<file path="src/rtl/quick_spi_arbiter.sv">
// Round-robin scheduler sharing one quick_spi master between NUM_REQ
// requesters: loads the master's register map, kicks it, polls for
// completion (with timeout abort), reads back the rx buffer and pulses done.
module quick_spi_arbiter #(
   parameter int unsigned NUM_REQ        = 4,
   parameter int unsigned MAX_TX_BYTES   = 4,
   parameter int unsigned MAX_RX_BYTES   = 4,
   parameter int unsigned TIMEOUT_CYCLES = 65535
) (
   input  logic                              clk,
   input  logic                              reset_n,
   input  logic [NUM_REQ-1:0]                req,
   input  logic [NUM_REQ*96-1:0]             req_desc,
   input  logic [NUM_REQ*MAX_TX_BYTES*8-1:0] req_tx_data,
   output logic [NUM_REQ-1:0]                gnt,
   output logic [NUM_REQ-1:0]                done,
   output logic                              err,
   output logic [MAX_RX_BYTES*8-1:0]         rx_data,
   output logic [7:0]                        spi_addr,
   output logic [7:0]                        spi_wdata,
   output logic                              spi_we,
   input  logic [7:0]                        spi_rdata
);

   localparam int unsigned IW        = (NUM_REQ > 1) ? $clog2(NUM_REQ) : 1;
   localparam int unsigned CW        = $clog2(TIMEOUT_CYCLES + 1);
   localparam int unsigned LOAD_LAST = 10 + MAX_TX_BYTES;

   typedef enum logic [2:0] {
      S_IDLE, S_ARB, S_LOAD, S_KICK, S_POLL, S_READ, S_ABORT, S_DONE
   } state_t;

   state_t                       state_q, state_d;
   logic [IW-1:0]                rr_ptr_q, rr_ptr_d;
   logic [IW-1:0]                win_q, win_d;
   logic [NUM_REQ-1:0]           gnt_q, gnt_d;
   logic [95:0]                  desc_q, desc_d;
   logic [MAX_TX_BYTES*8-1:0]    tx_q, tx_d;
   logic [5:0]                   cnt_q, cnt_d;
   logic [CW-1:0]                poll_cnt_q, poll_cnt_d;
   logic                         phase_q, phase_d;
   logic                         err_flag_q, err_flag_d;
   logic [MAX_RX_BYTES*8-1:0]    rx_buf_q, rx_buf_d;
   logic [MAX_RX_BYTES*8-1:0]    rx_data_q, rx_data_d;
   logic [7:0]                   mode;
   logic                         found;

   assign mode    = desc_q[95:88];
   assign gnt     = gnt_q;
   assign rx_data = rx_data_q;

   // State register and datapath flops, synchronous active-low reset.
   always_ff @(posedge clk) begin
      if (!reset_n) begin
         state_q    <= S_IDLE;
         rr_ptr_q   <= '0;
         win_q      <= '0;
         gnt_q      <= '0;
         desc_q     <= '0;
         tx_q       <= '0;
         cnt_q      <= '0;
         poll_cnt_q <= '0;
         phase_q    <= 1'b0;
         err_flag_q <= 1'b0;
         rx_buf_q   <= '0;
         rx_data_q  <= '0;
      end else begin
         state_q    <= state_d;
         rr_ptr_q   <= rr_ptr_d;
         win_q      <= win_d;
         gnt_q      <= gnt_d;
         desc_q     <= desc_d;
         tx_q       <= tx_d;
         cnt_q      <= cnt_d;
         poll_cnt_q <= poll_cnt_d;
         phase_q    <= phase_d;
         err_flag_q <= err_flag_d;
         rx_buf_q   <= rx_buf_d;
         rx_data_q  <= rx_data_d;
      end
   end

   // Next-state logic plus the master bus and done/err outputs.
   always_comb begin
      state_d    = state_q;
      rr_ptr_d   = rr_ptr_q;
      win_d      = win_q;
      gnt_d      = gnt_q;
      desc_d     = desc_q;
      tx_d       = tx_q;
      cnt_d      = cnt_q;
      poll_cnt_d = poll_cnt_q;
      phase_d    = phase_q;
      err_flag_d = err_flag_q;
      rx_buf_d   = rx_buf_q;
      rx_data_d  = rx_data_q;
      spi_addr   = '0;
      spi_wdata  = '0;
      spi_we     = 1'b0;
      done       = '0;
      err        = 1'b0;
      found      = 1'b0;

      case (state_q)
         S_IDLE: begin
            if (|req) begin
               // Outer loop is the distance from rr_ptr, so the first hit is
               // the nearest requester upward (wrapping).
               for (int unsigned i = 0; i < NUM_REQ; i++) begin
                  for (int unsigned j = 0; j < NUM_REQ; j++) begin
                     if (!found && rr_ptr_q == IW'(j) && req[(i + j) % NUM_REQ]) begin
                        found = 1'b1;
                        win_d = IW'((i + j) % NUM_REQ);
                     end
                  end
               end
               gnt_d        = '0;
               gnt_d[win_d] = 1'b1;
               state_d      = S_ARB;
            end
         end

         S_ARB: begin
            for (int unsigned i = 0; i < NUM_REQ; i++) begin
               if (win_q == IW'(i)) begin
                  desc_d = req_desc[96*i +: 96];
                  tx_d   = req_tx_data[MAX_TX_BYTES*8*i +: MAX_TX_BYTES*8];
               end
            end
            rr_ptr_d = (win_q == IW'(NUM_REQ - 1)) ? '0 : win_q + 1'b1;
            cnt_d    = '0;
            state_d  = S_LOAD;
         end

         S_LOAD: begin
            spi_we   = 1'b1;
            spi_addr = 8'(cnt_q) + 8'd1;
            for (int unsigned k = 0; k < 11; k++) begin
               if (cnt_q == 6'(k)) spi_wdata = desc_q[8*(10-k) +: 8];
            end
            for (int unsigned k = 0; k < MAX_TX_BYTES; k++) begin
               if (cnt_q == 6'(11 + k)) spi_wdata = tx_q[8*k +: 8];
            end
            if (cnt_q == 6'(LOAD_LAST)) begin
               cnt_d   = '0;
               state_d = S_KICK;
            end else begin
               cnt_d = cnt_q + 6'd1;
            end
         end

         S_KICK: begin
            spi_we     = 1'b1;
            spi_wdata  = mode | 8'h04;
            poll_cnt_d = '0;
            phase_d    = 1'b0;
            state_d    = S_POLL;
         end

         S_POLL: begin
            // Phase 0 presents address 0; phase 1 sees the registered data.
            if (!phase_q) begin
               phase_d = 1'b1;
            end else begin
               phase_d = 1'b0;
               if (!spi_rdata[2]) begin
                  cnt_d   = '0;
                  state_d = S_READ;
               end else if (poll_cnt_q == CW'(TIMEOUT_CYCLES - 1)) begin
                  state_d = S_ABORT;
               end else begin
                  poll_cnt_d = poll_cnt_q + 1'b1;
               end
            end
         end

         S_READ: begin
            spi_addr = 8'd30 + 8'(cnt_q);
            for (int unsigned k = 0; k < MAX_RX_BYTES; k++) begin
               if (cnt_q == 6'(k + 1)) rx_buf_d[8*k +: 8] = spi_rdata;
            end
            // rx_data only moves on the last read cycle so it stays stable
            // from one done to the next.
            if (cnt_q == 6'(MAX_RX_BYTES)) begin
               rx_data_d = rx_buf_d;
               state_d   = S_DONE;
            end else begin
               cnt_d = cnt_q + 6'd1;
            end
         end

         S_ABORT: begin
            spi_we     = 1'b1;
            spi_wdata  = mode & 8'hFB;
            err_flag_d = 1'b1;
            state_d    = S_DONE;
         end

         S_DONE: begin
            done       = gnt_q;
            err        = err_flag_q;
            gnt_d      = '0;
            err_flag_d = 1'b0;
            state_d    = S_IDLE;
         end

         default: state_d = S_IDLE;
      endcase
   end

endmodule

</file>
<file path="config.mk">
export PLATFORM = sky130hd
export DESIGN_NAME = quick_spi_arbiter
export DESIGN_NICKNAME = d
export VERILOG_FILES = /design/src/rtl/quick_spi_arbiter.sv
export SDC_FILE = /design/constraint.sdc
export NUM_CORES = 1
export LEC_CHECK = 0
export BUFFER_PORTS_ARGS = -buffer_cell sky130_fd_sc_hd__buf_4
export CAP_MARGIN = 10
export CORE_AREA = 5 5 222 224
export CTS_CLUSTER_DIAMETER = 150
export DETAILED_ROUTE_END_ITERATION = 12
export DIE_AREA = 0 0 227 229
export HOLD_SLACK_MARGIN = 0.05
export SLEW_MARGIN = 20
export SYNTH_ARGS = -nofsm -noshare
export SYNTH_HDL_FRONTEND = slang
export SYNTH_SLANG_ARGS = --single-unit
</file>
<file path="constraint.sdc">
create_clock -name clk -period 3.8 [get_ports clk]
set_input_delay 0.76 -clock clk [delete_from_list [all_inputs] [get_ports clk]]
set_output_delay 0.76 -clock clk [all_outputs]
set_load 0.1 [all_outputs]
</file>
== Yosys cells after proc, flatten, opt, wreduce, memory -nomap -nowiden ==
Cells that the tools add are included.

* Bits in registers: 227
* Output and inout port bits: 58
* Logic and storage cells: 240

* Muxes and demuxes: 119
* Add/subtract/negate cells: 5
* Eq/ne operators: 37
* Magnitude comparators: 2
* Reductions and logical operators: 65

{| class="wikitable"
|+ Operators by type and width
! cell !! count
|-
| 96-bit two-way mux || 4
|-
| 8-bit two-way mux || 19
|-
| 32-bit two-way mux || 4
|-
| 1-bit two-way mux || 49
|-
| 16-bit two-way mux || 3
|-
| 6-bit by 4-bit equality test with 1-bit output (second input constant) || 7
|-
| 2-bit two-way mux || 19
|-
| 1-bit logical AND || 32
|-
| 16-bit case mux with 2 select lines || 1
|-
| 6-bit by 3-bit equality test with 1-bit output (second input constant) || 4
|-
| 6-bit two-way mux || 4
|-
| 3-bit case mux with 8 select lines || 1
|-
| 6-bit case mux with 4 select lines || 1
|-
| 8-bit case mux with 3 select lines || 1
|-
| 3-bit two-way mux || 6
|-
| 16-bit by 1-bit adder with 16-bit output (second input constant) || 1
|-
| 16-bit equality test (second input constant) || 1
|-
| 2-bit != test (second input constant) || 8
|-
| 1-bit zero test || 15
|-
| 7-bit case mux with 2 select lines || 1
|-
| 3-bit equality test (second input constant) || 4
|-
| 6-bit by 2-bit equality test with 1-bit output (second input constant) || 2
|-
| 2-bit equality test (second input constant) || 4
|-
| 4-bit two-way mux || 2
|-
| 24 further kinds || 35
|}

== Depth between registers and ports, before layout ==
Gate-level depths: netlist of run 1.

* Depth in word-level cells: 101
* Mapped depth: 11
* Depth with buffers taken out: 8

== Least setup slack after synthesis of run 1 ==
Ideal clock, no wire load.

* Path kind: register to output
* Start: register cnt_q[0]
* End: output port spi_wdata[1]
* Arrival: 4.071 ns
* Buffers on the path: 1
* Setup slack: -1.031 ns
* Cell stages (with the launch flop): 9
* Path through: dfxtp_1 > ha_1 > nor3b_1 > and2_1 > clkbuf_1 > a221oi_1 > o31ai_1 > a21oi_1 > o21ai_0

* Word-level cells in the longest chain between the ends: 17
* Elaborated cells between the ends (all ways): 31

{| class="wikitable"
|+ Ends and longest elaborated chain
! element !! RTL line !! source
|-
| start: declaration || 39 || <nowiki>logic [5:0] cnt_q, cnt_d;</nowiki>
|-
| start signal: assignment || 74 || <nowiki>cnt_q <= cnt_d;</nowiki>
|-
| 6-bit zero test || 139 || <nowiki>if (cnt_q == 6'(k)) spi_wdata = desc_q[8*(10-k) +: 8];</nowiki>
|-
| 8-bit two-way mux (11 in a row) || 139 ||
|-
| 8-bit two-way mux (3 in a row) || 142 || <nowiki>if (cnt_q == 6'(11 + k)) spi_wdata = tx_q[8*k +: 8];</nowiki>
|-
| 8-bit two-way mux (*) || 142 ||
|-
| 8-bit case mux with 3 select lines (*) || 104 || <nowiki>case (state_q)</nowiki>
|-
| end: declaration || 20 || <nowiki>output logic [7:0] spi_wdata,</nowiki>
|}

Every way passes the cells marked *; elsewhere a longest branch is shown, timed or not.

== Final worst setup path of run 1 ==
* Start: register cnt_q[0]
* End: output port spi_wdata[0]

The elaborated chain is that of the path after synthesis.

==> results of run 1 <==
==> how the worst min path moves through the flow <==
stage | start | end | slack, ns | depth (start not counted)
floorplan | rx_buf_q[0]$_SDFFE_PN0P_ | rx_buf_q[0]$_SDFFE_PN0P_ | 0.44 | 2
global placement | rx_buf_q[10]$_SDFFE_PN0P_ | rx_buf_q[10]$_SDFFE_PN0P_ | 0.44 | 2
detailed placement | rx_buf_q[15]$_SDFFE_PN0P_ | rx_buf_q[15]$_SDFFE_PN0P_ | 0.45 | 2
CTS | rx_buf_q[15]$_SDFFE_PN0P_ | rx_buf_q[15]$_SDFFE_PN0P_ | 0.46 | 2
global route | rx_buf_q[23]$_SDFFE_PN0P_ | rx_buf_q[23]$_SDFFE_PN0P_ | 0.47 | 2
finish | rx_buf_q[15]$_SDFFE_PN0P_ | rx_buf_q[15]$_SDFFE_PN0P_ | 0.46 | 2
==> sequential cells by signal (all words and copies together) (netlist names) <==
signal / flops
poll_cnt_q: 16
cnt_q: 6
rr_ptr_q: 2
state_q: 3
tx_q: 32
rx_data: 32
err_flag_q: 1
win_q: 2
rx_buf_q: 24
desc_q: 95
phase_q: 1
gnt: 4
==> through the flow <==
step | hold WS, ns | power (W) | cells
after floorplan | 0.4366 | 0.004700 | 1954
after global placement | 0.4415 | 0.005906 | 3032
after detailed placement | 0.4489 | 0.005936 | 3032
after CTS | 0.4579 | 0.008513 | 3084
after global routing | 0.4737 | 0.008992 | 3085
final | 0.4563 | 0.008426 | 3085
==> per-layer routing <==
| metal | wire length [µm] | up-vias | share of wire (%) |
|---|---|---|---|
| met5 | 0 | - | 0 |
| met4 | 1141 | 0 | 2.0 |
| met3 | 3402 | 60 | 5.8 |
| met2 | 28640 | 490 | 49 |
| met1 | 25200 | 7375 | 43 |
| li1 | - | 7952 | - |
==> worst reg2reg max path: cells and delay by family (launching register included) <==
family	cells	cell delay (ns)
buf+inv	4	0.92
compound gates	3	0.75
simple gates	2	0.51
flops	1	0.43
==> final cells by class <==
type	count	area (µm²)	area share, %
clock buffers	35	734.5	3.665
clock inverters	10	117.6	0.5869
inverters	19	78.83	0.3933
multi-input cells	1547	8960	44.71
flip-flops and latches	218	4375	21.83
well taps	615	769.5	3.840
repair buffers	641	5005	24.97
==> report_power, final <==
group	switching, W	internal [W]	total, W
Combinational	0.00172	0.00128	0.00301
Clock	0.000997	0.00149	0.00248
Sequential	0.000318	0.00262	0.00294
==> repair_timing <==
item | in CTS | in global routing
endpoints found under the setup margin | 8 | 8
hold endpoints to repair | 0 | 0
setup buffers | 7 | 1
pin swaps | 8 | 3
gates resized for setup | 59 | 16
==> synth_stat cells (all sizes together), types with 8 or more instances <==
master	instances	area (µm²)
a21oi	199	996.0
a221oi	15	137.6
a22oi	11	87.58
a311oi	16	140.1
and2	11	68.81
buf	35	171.4
clkbuf	135	506.7
dfxtp	218	4364
ha	12	150.1
inv	19	71.31
mux2i	129	1291
nand2	296	1111
nand3	23	115.1
nand4	8	50.05
nor2	349	1339
nor2b	10	62.56
nor3	13	65.06
nor4	9	56.30
o211a	11	110.1
o211ai	131	983.4
o21ai	160	800.8
o221ai	8	70.07
o22ai	9	56.30
or3	11	68.82
or3b	8	70.07
==> kinds of logic after synthesis <==
| group | after synthesis | synth area share [%] |
|---|---|---|
| flops | 218 | 31.56 |
| simple gates | 772 | 23.54 |
| buf+inv | 189 | 5.419 |
| fa+ha+maj | 12 | 1.086 |
| other cells | 1 | 0.02712 |
| mux | 130 | 9.418 |
| xor+xnor | 12 | 0.7600 |
| compound gates | 620 | 28.19 |
==> metrics.cfg, run 1 <==
[flow_run]
drv_cap = 0

[sta]
tightest_slew_ns = 0.8327
relSlewSlack_pct = 44.32
fin_skew_ns = 0.01454
fin_setup_tns_ns = 0
max_freq_mhz = 264.4
slew_violations = 0
rsz0062_at_grt = true
final_hold_viol_count = 0
setup_ws_ns = 0.01769
fin_crit_ns = 3.782
setup_viol = 0
final.period_utilization_pct = 99.53

[global_route]
grt.met2_usage_pct = 36.84
overflow = 0
antenna_found_initial = 0
grt_pass1_vias = 15769
busiest_layer = met2
grt_pass1_wl_um = 88530
grt_usage_pct = 21.02
met3_usage_pct = 2.856
grt_max_degree = 141
grt_util_met1_pct = 27.83

[cts]
h-tree-depth = 1
cts.sinks = 218
cts_tree = done
holdBufCountCts = 0
clkTransAtPathRegs_ns = 0.06
root_buffer = clkbuf_16
numCtsBuffers = 26
clk_path_buf_depth = 3
clk_latency_ns = 0.54

[setup_path]
worstSetupStartpointType = register
crit_chain = ha_1 > nor3b_2 > buf_4 > and2_2 > a221oi_1 > o221ai_2 > a21o_1 > buf_8
r2r_slack_ns = 1.08
crit_slowest_cell = a221oi_1
cp_slowest_stage_delay_ns = 0.56
cp.depth = 8
cp_max_fo = 7
cpLargestDelayFamily = compound AO/OA/AOI/OAI gates
path_class = reg -> out
cp.arrival_ns = 3.02
worst-path-buf-inv = 2
worst_setup_path_end_kind = output port
worstPathRequired_ns = 3.04
r2r_start = state_q[0]$_SDFFE_PN0P_
endpoint = spi_wdata[0]
ff2ff_path_depth = 9
r2r_end = desc_q[25]$_SDFFE_PN0P_
crit_start = cnt_q[0]$_SDFFE_PN0P_

[routing]
via_count = 15877
viasPerCell = 5.147
routed_wl_um = 58390
firstDrtPassIters = 5
drcViolationCount = 0
drtIter0Drc = 1020
ant_nets = 0
wl_per_cell_um = 18.93

[die]
dieHeight_um = 229
core-area_um2 = 47150
pin_count = 584
initial_utilization_pct = 29.33
dieArea_um2 = 51980
rows = 80
die_w_um = 227

[synthesis]
synth_edf_count = 0
synth_cells = 1954
netlist-cell-type-count = 73
ys_ff_latch = 218
async_reset_ff_share_pct = 0
avgSynthCellArea_um2 = 7.078
synth_ff_type = dfxtp_1
syn_nets = 2492
syn_area_um2 = 13830
ys_seq_area_share_pct = 31.56
synth_warnings = 0

[layout]
drive_above_1_share_pct = 30.20
nFillCells = 4791
mostFrequentLayoutCell = buf_4
n_antenna_cell = 0
utilization_pct = 42.51
area_growth_syn_to_layout_pct = 44.91
stdcell_area_um2 = 20040
final_nets = 2991
final_cell_mix = buf_4, nor2_1, nand2_1

[place]
hpwl_um = 46290
gp_congestion = 0.9044
port-buffer-count = 578
place_area_um2 = 18870
place_ws_ns = -0.1288

[pwr]
cellPowerDensity_nw_per_um2 = 420.5
leakagePower_nw = 7.883
ir_drop_mv = 0.3185

[min_path]
hold_class = reg -> reg

[run_status]
status = complete, no violations

No activity file was read; power rests on OpenSTA's default activity.
==> run 2: changes to the inputs <==
--- a/config.mk
+++ b/config.mk
@@ -12,6 +12,7 @@
 export DETAILED_ROUTE_END_ITERATION = 12
 export DIE_AREA = 0 0 227 229
 export HOLD_SLACK_MARGIN = 0.05
+export REMOVE_ABC_BUFFERS = 1
 export SLEW_MARGIN = 20
 export SYNTH_ARGS = -nofsm -noshare
 export SYNTH_HDL_FRONTEND = slang
==> run 2 against run 1 <==
  * The flow now finishes with violations (negative setup slack)
  * Non-clock buffer count is 9 higher
  * Clock power about the same
  * Register-to-register slack worse by 0.13 ns
  * First-iteration DRC count is 9.4% higher
  * Critical endpoint is now spi_wdata[4]
==> metrics.cfg, run 2 (same netlist as run 1, synthesis figures left out) <==
[run_status]
status = complete, but fails checks
violations = negative setup slack

[sta]
relSlewSlack_pct = 35.09  ; -9.2 points
final.period_utilization_pct = 100.0  ; +0.50 points
setup_viol = 1  ; +1
slew_violations = 0  ; unchanged
fin_crit_ns = 3.801  ; +0.01890 ns
final_hold_viol_count = 0  ; unchanged
tightest_slew_ns = 0.9736  ; +0.1410 ns
rsz0062_at_grt = true
setup_ws_ns = -0.001211  ; -0.01890 ns
fin_skew_ns = 0.01107  ; -0.003461 ns
max_freq_mhz = 263.1  ; -0.50%

[layout]
stdcell_area_um2 = 20180  ; +0.69%
layout.cells.non_filler = 3093  ; +0.26%
drive_above_1_share_pct = 30.74  ; +0.53 points
utilization_pct = 42.80  ; +0.29 points
mostFrequentLayoutCell = buf_4
final_nets = 2999  ; +0.27%
final_cell_mix = buf_4, nor2_1, nand2_1
regMostFlops = desc_q
largest_reg_flops = 95  ; unchanged
area_growth_syn_to_layout_pct = 45.91
nFillCells = 4856  ; +1.4%

[min_path]
min_to = rx_buf_q[0]$_SDFFE_PN0P_
hold_path_depth = 2  ; unchanged
min_from = rx_buf_q[0]$_SDFFE_PN0P_
hold_class = reg -> reg

[global_route]
grt_usage_pct = 22.09  ; +1.1 points
grt_pass1_vias = 15608  ; -1.0%
antenna_found_initial = 3  ; +3
grt_pass1_wl_um = 90980  ; +2.8%
grt_max_degree = 183  ; +30%
overflow = 0  ; unchanged

[setup_path]
crit_slowest_cell = or4_4
r2r_slack_ns = 0.95  ; -0.13 ns
crit_chain = inv_4 > ha_4 > or3b_4 > nor2_4 > a221oi_2 > o311a_1 > or4_4 > a32oi_4 > buf_12
worst_setup_path_end_kind = output port
cp_max_fo = 4  ; -3
r2r_start = state_q[0]$_SDFFE_PN0P_
path_class = reg -> out
worstPathRequired_ns = 3.04  ; about the same
cp.arrival_ns = 3.04  ; +0.02 ns
ff2ff_path_depth = 7  ; -2
cp_slowest_stage_delay_ns = 0.55  ; about the same
worstSetupStartpointType = register
r2r_end = desc_q[50]$_SDFFE_PN0P_

[place]
hpwl_um = 48260  ; +4.3%
place_area_um2 = 18850  ; about the same
placedCellCount = 3036  ; +0.13%
port-buffer-count = 578  ; unchanged
place_ws_ns = 0.1487  ; +0.2774 ns
gp_congestion = 0.9030  ; -0.15%

[routing]
via_count = 16084  ; +1.3%
routed_wl_um = 61050  ; +4.6%
wl_per_cell_um = 19.74  ; +4.3%
ant_nets = 0  ; unchanged
drcViolationCount = 0  ; unchanged
viasPerCell = 5.200  ; +1.0%
drtIter0Drc = 1116  ; +9.4%
firstDrtPassIters = 8  ; +3

[cts]
numCtsBuffers = 25  ; -3.8%
cts.sinks = 218  ; unchanged
h-tree-depth = 1  ; unchanged
clk_path_buf_depth = 3  ; unchanged
cts_tree = done
clkTransAtPathRegs_ns = 0.07  ; about the same
clk_latency_ns = 0.53  ; about the same
root_buffer = clkbuf_16

[die]
rows = 80  ; unchanged
die_w_um = 227  ; unchanged
initial_utilization_pct = 29.33  ; unchanged
core-area_um2 = 47150  ; unchanged
pin_count = 584  ; unchanged
dieArea_um2 = 51980  ; unchanged
dieHeight_um = 229  ; unchanged

[pwr]
combinationalPowerShare_pct = 36.1  ; +0.4 points
intPower_w = 0.005418  ; +0.58%
finalPower_w = 0.008438  ; +0.14%
switchingPower_w = 0.003020  ; -0.63%
cellPowerDensity_nw_per_um2 = 418.2  ; -0.54%
power.share.sequential_pct = 34.7  ; -0.2 points
ir_drop_mv = 0.3050  ; -4.2%
clock_power_share_pct = 29.2  ; -0.3 points
switching_share_pct = 35.79  ; -0.28 points
leakagePower_nw = 7.924  ; +0.52%

[flow_run]
drv_cap = 0  ; unchanged

## run 2: changes by cell type in the layout (fill, tap and decap cells not counted), moves of 3 or more
cell	change
o21ai_1	-5
a221oi_1	-3
buf_4	+7
o21ai_0	+3
buf_8	+3
a221oi_2	+3
## run 2: timing repair
action / CTS / global route
setup endpoints to repair: 8 / 8
pin swaps: 14 / 13
hold buffers: 0 / 0
buffers inserted: 7 / 6
gates resized for setup: 59 / 35
## run 2: metrics by stage
stage,hold slack (ns),TNS [ns]
finish,0.4551,-0.001211
global route,0.4707,-0.2428
CTS,0.4552,-0.02466
detailed placement,0.4471,0
global placement,0.4425,0
floorplan,0.4366,-762.37
## run 2: power by group through the flow
stage	sequential [W]	clock, W	combinational (W)
floorplan	0.00285	0	0.00198
global placement	0.00297	0	0.00293
detailed placement	0.00296	0	0.00296
CTS	0.00292	0.00252	0.00302
global route	0.00295	0.00262	0.00339
finish	0.00293	0.00246	0.00305
## run 2: layout make-up
type | instances | area (µm²) | share of cell area, %
clock inverter | 10 | 133.9 | 0.6635
timing repair buffer | 650 | 5091 | 25.23
antenna | 2 | 5.005 | 0.02480
tap | 615 | 769.5 | 3.813
clock buffer | 32 | 701.9 | 3.479
multi-input combinational | 1547 | 9020 | 44.70
sequential | 218 | 4378 | 21.70
inverter | 19 | 78.83 | 0.3906
## run 2: worst max path at each step
stage | start | end | slack, ns | cells past startpoint
CTS | cnt_q[2]$_SDFFE_PN0P_ | spi_wdata[4] | -0.02 | 7
finish | cnt_q[1]$_SDFFE_PN0P_ | spi_wdata[4] | -0.001 | 9
global route | cnt_q[1]$_SDFFE_PN0P_ | spi_wdata[5] | -0.12 | 10
detailed placement | cnt_q[1]$_SDFFE_PN0P_ | spi_wdata[6] | 0.15 | 11
global placement | cnt_q[1]$_SDFFE_PN0P_ | spi_wdata[6] | 0.14 | 11
floorplan | win_q[0]$_SDFFE_PN0P_ | desc_q[84]$_SDFFE_PN0P_ | -5.97 | 4
## run 2: worst max-delay path, delay by kind of cell (launching register included)
family / cells / cell delay [ns]
fa+ha+maj: 1 / 0.16
compound gates: 3 / 0.58
flops: 1 / 0.37
simple gates: 3 / 1.11
buf+inv: 2 / 0.27
## run 2: per-layer routing
layer	up-vias	track usage, %	share of wire [%]	routed length (µm)
li1	7968	-	-	-
met1	7468	28.40	42	25460
met2	556	38.35	49	29870
met3	90	3.445	6.4	3902
met4	2	6.148	2.9	1797
met5	-	0	0.021	13
